==> config.mk <==
export PLATFORM = sky130hd
export DESIGN_NAME = amax10_qsys_sd_ram_loader
export DESIGN_NICKNAME = d
export VERILOG_FILES = /design/src/rtl/amax10_qsys_sd_ram_loader.sv
export SDC_FILE = /design/constraint.sdc
export NUM_CORES = 1
export LEC_CHECK = 0
export CAP_MARGIN = 20
export CORE_MARGIN = 2
export CORE_UTILIZATION = 57
export CTS_CLUSTER_SIZE = 16
export DETAILED_ROUTE_END_ITERATION = 8
export PLACE_DENSITY = 0.85
export SLEW_MARGIN = 20
export SYNTH_ARGS = -nofsm -noshare
export SYNTH_HDL_FRONTEND = slang
export SYNTH_SLANG_ARGS = --single-unit
export TNS_END_PERCENT = 10
==> constraint.sdc <==
create_clock -name clk -period 4.8 [get_ports clk]
set_clock_uncertainty 0.05 [all_clocks]
set_input_delay 1.44 -clock clk [delete_from_list [all_inputs] [get_ports clk]]
set_output_delay 1.44 -clock clk [all_outputs]
set_load 0.05 [all_outputs]
==> src/rtl/amax10_qsys_sd_ram_loader.sv <==
// Packs a little-endian byte stream into 32-bit words and writes them to
// consecutive RAM word addresses (wrapping at DEPTH) starting at a commanded base.
module amax10_qsys_sd_ram_loader #(
    parameter int ADDR_W = 16,
    parameter int DEPTH  = 37500,
    parameter int LEN_W  = 18
) (
    input  logic              clk,
    input  logic              reset_n,
    input  logic              cmd_start,
    input  logic [ADDR_W-1:0] cmd_base,
    input  logic [LEN_W-1:0]  cmd_len,
    input  logic              cmd_abort,
    input  logic              in_valid,
    input  logic [7:0]        in_data,
    output logic              in_ready,
    output logic [ADDR_W-1:0] address,
    output logic [3:0]        byteenable,
    output logic              chipselect,
    output logic              write,
    output logic [31:0]       writedata,
    output logic              busy,
    output logic              done,
    output logic              wrapped
);

    typedef enum logic [1:0] {
        S_IDLE,
        S_BUSY,
        S_FINISH
    } state_t;

    state_t            r_state;
    state_t            w_state_next;

    logic [ADDR_W-1:0] r_addr_cnt;
    logic [LEN_W-1:0]  r_remaining;
    logic [1:0]        r_lane;
    logic [31:0]       r_acc;
    logic [3:0]        r_lane_en;

    logic              r_in_ready;
    logic [ADDR_W-1:0] r_address;
    logic [3:0]        r_byteenable;
    logic              r_write;
    logic [31:0]       r_writedata;
    logic              r_busy;
    logic              r_done;
    logic              r_wrapped;

    logic              w_accept;
    logic              w_last_byte;
    logic              w_word_done;
    logic              w_start;
    logic              w_addr_wraps;
    logic [ADDR_W-1:0] w_addr_inc;
    logic [31:0]       w_acc_merged;
    logic [3:0]        w_en_merged;

    // in_ready is only ever high in BUSY, so it doubles as the acceptance qualifier.
    assign w_accept     = in_valid && r_in_ready;
    assign w_last_byte  = (r_remaining == LEN_W'(1));
    assign w_word_done  = w_accept && ((r_lane == 2'd3) || w_last_byte);
    assign w_start      = (r_state == S_IDLE) && cmd_start;
    assign w_addr_wraps = (r_addr_cnt == ADDR_W'(DEPTH - 1));
    assign w_addr_inc   = w_addr_wraps ? '0 : r_addr_cnt + ADDR_W'(1);
    assign w_acc_merged = r_acc | (32'(in_data) << {r_lane, 3'b000});
    assign w_en_merged  = r_lane_en | (4'b0001 << r_lane);

    always_ff @(posedge clk or negedge reset_n) begin
        if (!reset_n) begin
            r_state <= S_IDLE;
        end else begin
            r_state <= w_state_next;
        end
    end

    always_comb begin
        w_state_next = r_state;
        case (r_state)
            S_IDLE: begin
                if (cmd_start) begin
                    w_state_next = (cmd_len == '0) ? S_FINISH : S_BUSY;
                end
            end
            S_BUSY: begin
                if (cmd_abort) begin
                    w_state_next = S_IDLE;
                end else if (w_accept && w_last_byte) begin
                    w_state_next = S_FINISH;
                end
            end
            S_FINISH: begin
                w_state_next = S_IDLE;
            end
            default: begin
                w_state_next = S_IDLE;
            end
        endcase
    end

    // Output registers are loaded from the next state so every output is registered.
    always_ff @(posedge clk or negedge reset_n) begin
        if (!reset_n) begin
            r_in_ready   <= 1'b0;
            r_address    <= '0;
            r_byteenable <= '0;
            r_write      <= 1'b0;
            r_writedata  <= '0;
            r_busy       <= 1'b0;
            r_done       <= 1'b0;
        end else begin
            r_in_ready <= (w_state_next == S_BUSY);
            r_busy     <= (w_state_next != S_IDLE);
            r_done     <= (w_state_next == S_FINISH);
            r_write    <= w_word_done;
            if (w_word_done) begin
                r_address    <= r_addr_cnt;
                r_writedata  <= w_acc_merged;
                r_byteenable <= w_en_merged;
            end
        end
    end

    // A word completed in the abort cycle is still emitted; an incomplete one is dropped.
    always_ff @(posedge clk or negedge reset_n) begin
        if (!reset_n) begin
            r_addr_cnt  <= '0;
            r_remaining <= '0;
            r_lane      <= '0;
            r_acc       <= '0;
            r_lane_en   <= '0;
            r_wrapped   <= 1'b0;
        end else if (w_start) begin
            r_addr_cnt  <= cmd_base;
            r_remaining <= cmd_len;
            r_lane      <= '0;
            r_acc       <= '0;
            r_lane_en   <= '0;
            r_wrapped   <= 1'b0;
        end else if (w_word_done) begin
            r_addr_cnt  <= w_addr_inc;
            r_remaining <= r_remaining - LEN_W'(1);
            r_lane      <= '0;
            r_acc       <= '0;
            r_lane_en   <= '0;
            if (w_addr_wraps) begin
                r_wrapped <= 1'b1;
            end
        end else if ((r_state == S_BUSY) && cmd_abort) begin
            r_lane    <= '0;
            r_acc     <= '0;
            r_lane_en <= '0;
        end else if (w_accept) begin
            r_remaining <= r_remaining - LEN_W'(1);
            r_lane      <= r_lane + 2'd1;
            r_acc       <= w_acc_merged;
            r_lane_en   <= w_en_merged;
        end
    end

    assign in_ready   = r_in_ready;
    assign address    = r_address;
    assign byteenable = r_byteenable;
    assign chipselect = r_write;
    assign write      = r_write;
    assign writedata  = r_writedata;
    assign busy       = r_busy;
    assign done       = r_done;
    assign wrapped    = r_wrapped;

endmodule

==> results of run 1 <==
-- worst max-delay path: cells and delay by family --
family / cells / cell delay, ns
buf+inv: 2 / 0.96
compound gates: 2 / 0.42
simple gates: 3 / 1.04
-- worst min-delay path by stage --
stage | slack (ns) | to | startpoint
3_5_place_dp | 0.41 | address[5]$_DFFE_PN0P_ | address[5]$_DFFE_PN0P_
3_3_place_gp | 0.40 | address[10]$_DFFE_PN0P_ | address[10]$_DFFE_PN0P_
6_report | 0.42 | address[5]$_DFFE_PN0P_ | address[5]$_DFFE_PN0P_
2_1_floorplan | 0.40 | r_lane_en[3]$_DFFE_PN0P_ | r_lane_en[3]$_DFFE_PN0P_
5_1_grt | 0.44 | address[5]$_DFFE_PN0P_ | address[5]$_DFFE_PN0P_
4_1_cts | 0.42 | address[5]$_DFFE_PN0P_ | address[5]$_DFFE_PN0P_
-- where the power goes --
part	total, mW	internal (mW)	switching [mW]
Clock	1.34	0.850	0.487
Combinational	0.623	0.235	0.389
Sequential	1.36	1.22	0.135
Total	3.31	2.30	1.01
-- synthesized netlist by cell type, types with 4 or more instances --
library cell               instances  share of area [%]
sky130_fd_sc_hd__a21oi_1          79                6.4
sky130_fd_sc_hd__a221o_1           9                1.5
sky130_fd_sc_hd__a31oi_1          10                1.0
sky130_fd_sc_hd__and2_1            4               0.41
sky130_fd_sc_hd__buf_1             9               0.55
sky130_fd_sc_hd__buf_2             8               0.65
sky130_fd_sc_hd__clkbuf_1         21                1.3
sky130_fd_sc_hd__dfrtp_1         131                 53
sky130_fd_sc_hd__ha_1              7                1.4
sky130_fd_sc_hd__inv_1             6               0.37
sky130_fd_sc_hd__mux2_2            4               0.73
sky130_fd_sc_hd__mux2i_1           5               0.82
sky130_fd_sc_hd__nand2_1         120                7.3
sky130_fd_sc_hd__nand3_1          16                1.3
sky130_fd_sc_hd__nand4_1           6               0.61
sky130_fd_sc_hd__nor2_1           69                4.2
sky130_fd_sc_hd__nor2b_1           8               0.82
sky130_fd_sc_hd__nor3_1            9               0.73
sky130_fd_sc_hd__nor3b_1           4               0.49
sky130_fd_sc_hd__nor4_1            9               0.92
sky130_fd_sc_hd__nor4b_1           5               0.71
sky130_fd_sc_hd__o21ai_0          47                3.8
sky130_fd_sc_hd__o22ai_1           6               0.61
sky130_fd_sc_hd__o311ai_0          5               0.71
sky130_fd_sc_hd__or3_1             7               0.71
sky130_fd_sc_hd__or4_1             8               0.98
-- cells by family (layout without fill, tap and decap cells) --
family / Yosys count / count (layout) / synth area share [%]
fa+ha+maj: 7 / 7 / 1.426
simple gates: 284 / 284 / 22.37
xor+xnor: 3 / 3 / 0.4280
mux: 9 / 9 / 1.548
buf+inv: 47 / 149 / 3.219
flops: 131 / 131 / 53.38
compound gates: 180 / 180 / 17.62
-- cell type report --
| type | count | share of cell area [%] |
|---|---|---|
| Inverter | 7 | 0.3338 |
| Multi-Input combinational cell | 483 | 34.03 |
| Clock inverter | 10 | 1.859 |
| Tap cell | 136 | 2.161 |
| Sequential cell | 131 | 41.64 |
| Clock buffer | 21 | 5.960 |
| Timing Repair Buffer | 111 | 14.02 |
-- metal layers --
layer,vias up,share of wire [%],global-route usage [%]
li1,2531,-,-
met1,2675,40,38.04
met2,260,51,48.16
met3,34,7.0,6.356
met4,0,2.1,9.982
met5,-,0,0
-- registers in the layout (all words and copies together), names as in the netlist --
name and count:
address 16, r_addr_cnt 16, wrapped 1, chipselect 1, r_remaining 18, busy 1, r_lane 2, r_acc 32
r_state 2, byteenable 4, done 1, writedata 32, r_lane_en 4, in_ready 1
-- through the flow --
| step | hold slack (ns) | setup slack (ns) | util [%] | power, mW | instances |
|---|---|---|---|---|---|
| after floorplan | 0.3974 | 1.790 | - | 1.739 | 661 |
| after CTS | 0.4190 | 1.303 | 75.92 | 3.315 | 899 |
| final | 0.4169 | 1.286 | 75.92 | 3.315 | 899 |
| after global routing | 0.4396 | 1.124 | 75.92 | 3.449 | 899 |
| after global placement | 0.3997 | 0.9178 | 69.87 | 1.949 | 868 |
| after detailed placement | 0.4056 | 0.8015 | 69.98 | 1.980 | 868 |
-- layout by cell type, fill, tap and decap left out, types with 4 or more instances in the layout --
| cell type | count |
|---|---|
| sky130_fd_sc_hd__a21oi_1 | 79 |
| sky130_fd_sc_hd__clkbuf_8 | 5 |
| sky130_fd_sc_hd__mux2i_1 | 5 |
| sky130_fd_sc_hd__nor4_1 | 9 |
| sky130_fd_sc_hd__nor2b_1 | 8 |
| sky130_fd_sc_hd__o311ai_0 | 5 |
| sky130_fd_sc_hd__or3_1 | 7 |
| sky130_fd_sc_hd__a31oi_1 | 10 |
| sky130_fd_sc_hd__clkdlybuf4s50_1 | 103 |
| sky130_fd_sc_hd__nor2_1 | 68 |
| sky130_fd_sc_hd__nor3_1 | 9 |
| sky130_fd_sc_hd__o22ai_1 | 6 |
| sky130_fd_sc_hd__nand2_1 | 120 |
| sky130_fd_sc_hd__clkbuf_16 | 16 |
| sky130_fd_sc_hd__mux2_2 | 4 |
| sky130_fd_sc_hd__or4_1 | 8 |
| sky130_fd_sc_hd__buf_4 | 7 |
| sky130_fd_sc_hd__inv_1 | 6 |
| sky130_fd_sc_hd__o21ai_0 | 47 |
| sky130_fd_sc_hd__nand3_1 | 16 |
| sky130_fd_sc_hd__and2_1 | 4 |
| sky130_fd_sc_hd__nand4_1 | 6 |
| sky130_fd_sc_hd__dfrtp_1 | 131 |
| sky130_fd_sc_hd__nor3b_1 | 4 |
| sky130_fd_sc_hd__a221o_1 | 9 |
| sky130_fd_sc_hd__nor4b_1 | 5 |
| sky130_fd_sc_hd__ha_1 | 7 |
==> results.txt, run 1 <==
After routing the design area is 7873 um2. The areal power density over the cells came out at 421.1 nW/um2. TritonCTS built the clock tree. The starting density of the core is 59.22%.

The number of nets with antenna violations after routing came out at 0. The total wire length after detailed routing is 16.11 mm. The root buffer cell chosen for the clock tree is sky130_fd_sc_hd__clkbuf_8. The required arrival time at the worst endpoint is 5.15 ns. The repair_antennas step left the layout with diodes totalling 0. The post-route clock period utilization came out at 73.20%.

The clock tree buffer depth is 2. The fmax is 284.6 MHz. The area of the die is 11,620 um2. The first global-routing pass estimated 26.50 mm of wire. The floorplan step set the die height to 107.8 um. Counting flops and latches in the post-synthesis netlist gives 131. The clock-pin slew of the registers on the worst-case setup and hold paths is 0.06 ns. The max-capacitance violation count came out at 0. The number of nets handed over by synthesis was 715. The worst register-to-register path begins at r_lane[0]$_DFFE_PN0P_. The per-cell via count in the routed design is 6.118. After the last flow step, the layout net total stands at 805.

The detailed router placed 5,500 vias in this run. The clock latency of the later-clocked register in the worst-skew pair is 0.51 ns. The placed standard-cell area is 7257 um2. The start point of the critical path is in_valid. The number of setup violations in the final report is 0. The peak per-stage delay on the critical path came out at 0.51 ns. The number of global-route vias before repair came out at 5,451. Data arrives at the worst endpoint at 3.86 ns. The total clock sinks came out at 131.

Summing every instance area after synthesis gives 6141 um2. For this design the top-level I/O count stands at 105. In this run the worst path has a maximum fanout of 22. The class of the worst hold path is reg -> reg. Yosys mapped the design onto 56 distinct sky130hd cell types. The slowest stage of the critical path is the sky130_fd_sc_hd__clkinv_1 cell.

The worst setup path is launched from a primary input. At the pin with the least slew margin, the transition time is 1.081 ns. The depth of the CTS H-tree is 4. In this run the worst setup path terminates at r_addr_cnt[1]$_DFFE_PN0P_.

The mean cell area of the mapped netlist came out at 9.290 um2. The global-route usage over all layers came out at 29.09%. Routability-driven placement finished with a final weighted congestion of 0.8565.

Of the synthesized area, sequential elements account for 53.38%. Summing all multi-input logic gate instances after layout gives 2679 um2. Traced cell by cell, the critical path runs through clkdlybuf4s50_1 -> and2_1 -> and4_2 -> a21boi_4 -> clkinv_1 -> and3_1 -> a221o_1. The number of cells on the worst hold path came out at 2. The time the worst path needs with I/O delays and setup came out at 3.514 ns. The worst-case register-to-register setup slack is 2.18 ns. The worst setup path is of the in -> reg kind. The count of flip-flops with a built-in enable after synthesis is 0.

The number of antenna violations at the first check in global routing came out at 0. The top flip-flop cell by instance count after synthesis is sky130_fd_sc_hd__dfrtp_1. The fill cell total of the finished layout came out at 717.

The row count is 37. The initial DRC count is 356. The placed wire-length estimate after detailed placement came out at 10.64 mm. The average wire per standard cell is 17.92 um. The post-CTS setup buffer count is 0. Headroom to the max-slew limit came out at 27.78%. The flow ran to the end, and the final reports show no timing, DRC or antenna violations. The area occupied by registers is 3278 um2. The synthesized instance count is 661. The number of slew-limit violations in the final report came to 0. The quantity of I/O buffers inserted on ports came out at 104. In this run, post-CTS repair resized a total of 0 instances.

The share of flip-flops with an asynchronous set or reset after synthesis is 100.0%. Summed over all layers, the global routing overflow is 0. The number of hold buffers added after CTS came out at 0. The worst setup path is captured at a flop. The sum of negative setup slack came out at 0 ns. The leakage dissipation is 3.344 nW. The number of cells on the worst reg-to-reg path came out at 6.

The width of the die is 107.8 um. The number of search-and-repair iterations in the first detailed-routing pass is 7. After detailed routing, the number of remaining DRC violations is 0. The endpoint of the worst-slack reg-to-reg timing path is r_remaining[1]$_DFFE_PN0P_.

The number of warning messages in the yosys log is 0. The number of buffers inserted during clock tree synthesis is 17. The ratio of cells with drive above 1 in the final layout is 7.339%. The core outline area came out at 10,370 um2. The largest net degree at the start of global routing came out at 68. The area growth from synthesis to layout is 28.20%. Setup repair after global routing left no endpoint under its margin. The worst-case IR drop observed on VDD is 0.3045 mV. The final hold violation count was 0.
No activity file was read; power rests on OpenSTA's default activity.
==> inputs of run 2 (changes only) <==
CORE_UTILIZATION = 48   (was 57)
PLACE_DENSITY = 0.76   (was 0.85)
clock period = 3.2 ns   (was 4.8 ns; I/O delays follow)
==> results.txt, run 2 (synthesis results as in run 1) <==
Outcome: complete, no violations (unchanged). The number of nets with antenna violations after routing came to 0 (unchanged). The nature of the critical path endpoint is a flop (unchanged).

The total wire length after detailed routing came out at 15.99 mm (was 16.11 mm). The area growth from synthesis to layout came to 30.75% (was 28.20%). The number of setup violations in the final report is 0 (unchanged). The final design instance area without fill came out at 8029 um2 (was 7873 um2). The area of the die is 13,710 um2 (was 11,620 um2).

The number of nets in the layout came out at 822 (was 805). The width of the die came out at 117.1 um (was 107.8 um). The max-capacitance violation count was 0 (unchanged). The number of slew-limit violations in the final report came to 0 (unchanged).

The post-route clock period utilization is 86.69%. The highest signal layer in the routed design is met4 (unchanged). The diode insertion count for antenna repair is 0 (unchanged). Ordered cell list for the critical path: clkdlybuf4s50_1 -> and2_1 -> and4_2 -> a21boi_4 -> clkinv_1 -> and3_1 -> a221o_1 (unchanged). The starting density of the core came to 48.86% (was 59.22%). The global-route usage over all layers came to 24.46% (was 29.09%). The fill cell total of the finished layout came to 1,062 (was 717).

The headroom to the max-slew limit came out at 52.31% (was 27.78%). The largest net degree at the start of global routing is 59 (was 68). The number of antenna violations at the first check in global routing was 0 (unchanged). Unrepaired setup endpoints after global routing: no (unchanged). The class of the worst hold path is reg -> reg (unchanged). The worst-path cell with the longest stage delay is sky130_fd_sc_hd__clkdlybuf4s50_1 (was sky130_fd_sc_hd__clkinv_1). The number of global-route vias before repair came to 5,203 (was 5,451). The placed standard-cell area came out at 7468 um2 (was 7257 um2). The peak per-stage delay on the critical path is 0.45 ns (was 0.51 ns). The total DRC errors in the routed layout came out at 0 (unchanged). The buffer and inverter count on the worst path was 2 (unchanged). The worst slack after detailed placement is -0.002985 ns (was 0.8015 ns).

The maximum resistive drop on vdd is 0.3998 mV (was 0.3045 mV). The worst setup margin came out at 0.4259 ns (was 1.286 ns). The ratio of cells with drive above 1 in the final layout is 8.963% (was 7.339%).

The arrival time of data at the critical path endpoint is 3.02 ns (was 3.86 ns). The quantity of I/O buffers inserted on ports came to 104 (unchanged). The clock-pin slew of the registers on the worst-case setup and hold paths is 0.06 ns (about the same).

The area occupied by registers came out at 3278 um2 (unchanged). The required arrival time at the worst endpoint came out at 3.45 ns (was 5.15 ns). The worst-path maximum fanout is 13 (was 22). The areal power density over the cells came out at 595.1 nW/um2 (was 421.1 nW/um2). The per-cell via count in the routed design is 5.671 (was 6.118). The global route total overflow is 0 (unchanged). The fmax is 360.5 MHz. The final cell count without fillers came out at 953 (was 899).

The post-CTS setup buffer count is 0 (unchanged). The most common cell after layout, fill and taps aside was sky130_fd_sc_hd__dfrtp_1 (unchanged). The number of buffers inserted during clock tree synthesis is 17 (unchanged). The final hold violation count was 0 (unchanged). The placed wire-length estimate after detailed placement is 11.05 mm (was 10.64 mm). The post-CTS resize count is 0 (unchanged). The total I/O pin count is 105 (unchanged). The via total after detailed routing is 5,404 (was 5,500). The leakage dissipation came to 3.414 nW (was 3.344 nW).

The wire length on met1 came to 7.083 mm (was 6.514 mm). The category of the worst setup path launch point was a primary input (unchanged). The row count was 41 (was 37). The depth of the CTS H-tree came to 4 (unchanged).

The TritonCTS clock tree was yes (unchanged). The transition time at the pin with the least slew margin came to 0.7129 ns (was 1.081 ns). Highest-count cells in the layout ignoring fill and taps: sky130_fd_sc_hd__dfrtp_1 (131), sky130_fd_sc_hd__nand2_1 (120), sky130_fd_sc_hd__clkdlybuf4s50_1 (103) (unchanged).

The average wire per standard cell is 16.78 um (was 17.92 um). The total clock sinks was 131 (unchanged). The placed cell count is 921 (was 868). The clock latency of the later-clocked register in the worst-skew pair is 0.41 ns (was 0.51 ns). The first-pass GRT wire length came out at 25.96 mm (was 26.50 mm). The family of cells with the greatest summed delay on the critical path was buffers and inverters (was simple AND/OR/NAND/NOR gates).

The buffer type at the clock tree root is sky130_fd_sc_hd__clkbuf_16 (was sky130_fd_sc_hd__clkbuf_8). The final estimated routing congestion in global placement came out at 0.9045 (was 0.8565). The initial DRC count is 431 (was 356). The number of hold buffers added after CTS is 0 (unchanged). The category of the critical setup timing path is in -> reg (unchanged). The chip height came out at 117.1 um (was 107.8 um). The worst path in the final design needs a cycle of 2.774 ns, including I/O delays and setup.

The number of search-and-repair iterations in the first detailed-routing pass came out at 5 (was 7). The routed length on met3 was 871 um (was 1.125 mm). The core outline area is 12,570 um2 (was 10,370 um2). The multi-input logic area is 2679 um2 (unchanged). The length of routed met2 wiring came to 7.809 mm (was 8.136 mm). The clock tree buffer depth came out at 2 (unchanged).
run 2: cell type report:
type                    instances  share of cell area (%)
well taps                     172                   2.680
inverters                       7                  0.3273
multi-input cells             483                   33.36
clock buffers                  23                   5.828
flip-flops and latches        131                   40.83
clock inverters                 9                   1.013
repair buffers                128                   15.96
run 2: power breakdown:
part	internal, mW	switching, mW
combinational	0.376	0.577
clock	1.10	0.692
sequential	1.83	0.199
total	3.31	1.47
run 2: metrics by stage:
step	setup TNS (ns)	hold slack, ns	utilization [%]	power, mW
after global placement	0	0.4000	59.42	2.970
final	0	0.4201	63.88	4.778
after floorplan	0	0.3974	-	2.609
after CTS	0	0.4241	63.79	4.798
after detailed placement	-0.002985	0.4123	59.42	2.999
after global routing	0	0.4300	63.88	4.994
run 2: worst paths after layout:
| path | startpoint | end | slack, ns | depth (start not counted) |
|---|---|---|---|---|
| max in group asynchronous | reset_n | writedata[2]$_DFFE_PN0P_ | 1.93 | 2 |
| worst max-delay path | in_valid | r_addr_cnt[1]$_DFFE_PN0P_ | 0.43 | 7 |
| worst min register to register | byteenable[0]$_DFFE_PN0P_ | byteenable[0]$_DFFE_PN0P_ | 0.42 | 2 |
| worst min-delay path | byteenable[0]$_DFFE_PN0P_ | byteenable[0]$_DFFE_PN0P_ | 0.42 | 2 |
| worst max register to register | r_addr_cnt[0]$_DFFE_PN0P_ | r_addr_cnt[12]$_DFFE_PN0P_ | 0.77 | 6 |
| min in group asynchronous | reset_n | r_remaining[15]$_DFFE_PN0P_ | 0.48 | 1 |
run 2: metal layers:
layer,global-route usage [%],vias up
met5,0,-
met4,8.314,0
met3,4.634,18
met2,39.42,172
met1,33.57,2639
li1,-,2575
run 2: worst reg2reg max path, stage by stage, from the launching register on:
cell	delay (ns)
sky130_fd_sc_hd__dfrtp_1	0.44
sky130_fd_sc_hd__ha_1	0.28
sky130_fd_sc_hd__nand4bb_1	0.23
sky130_fd_sc_hd__nor4_2	0.57
sky130_fd_sc_hd__nor2_1	0.24
sky130_fd_sc_hd__a21o_1	0.23
sky130_fd_sc_hd__a221o_1	0.29
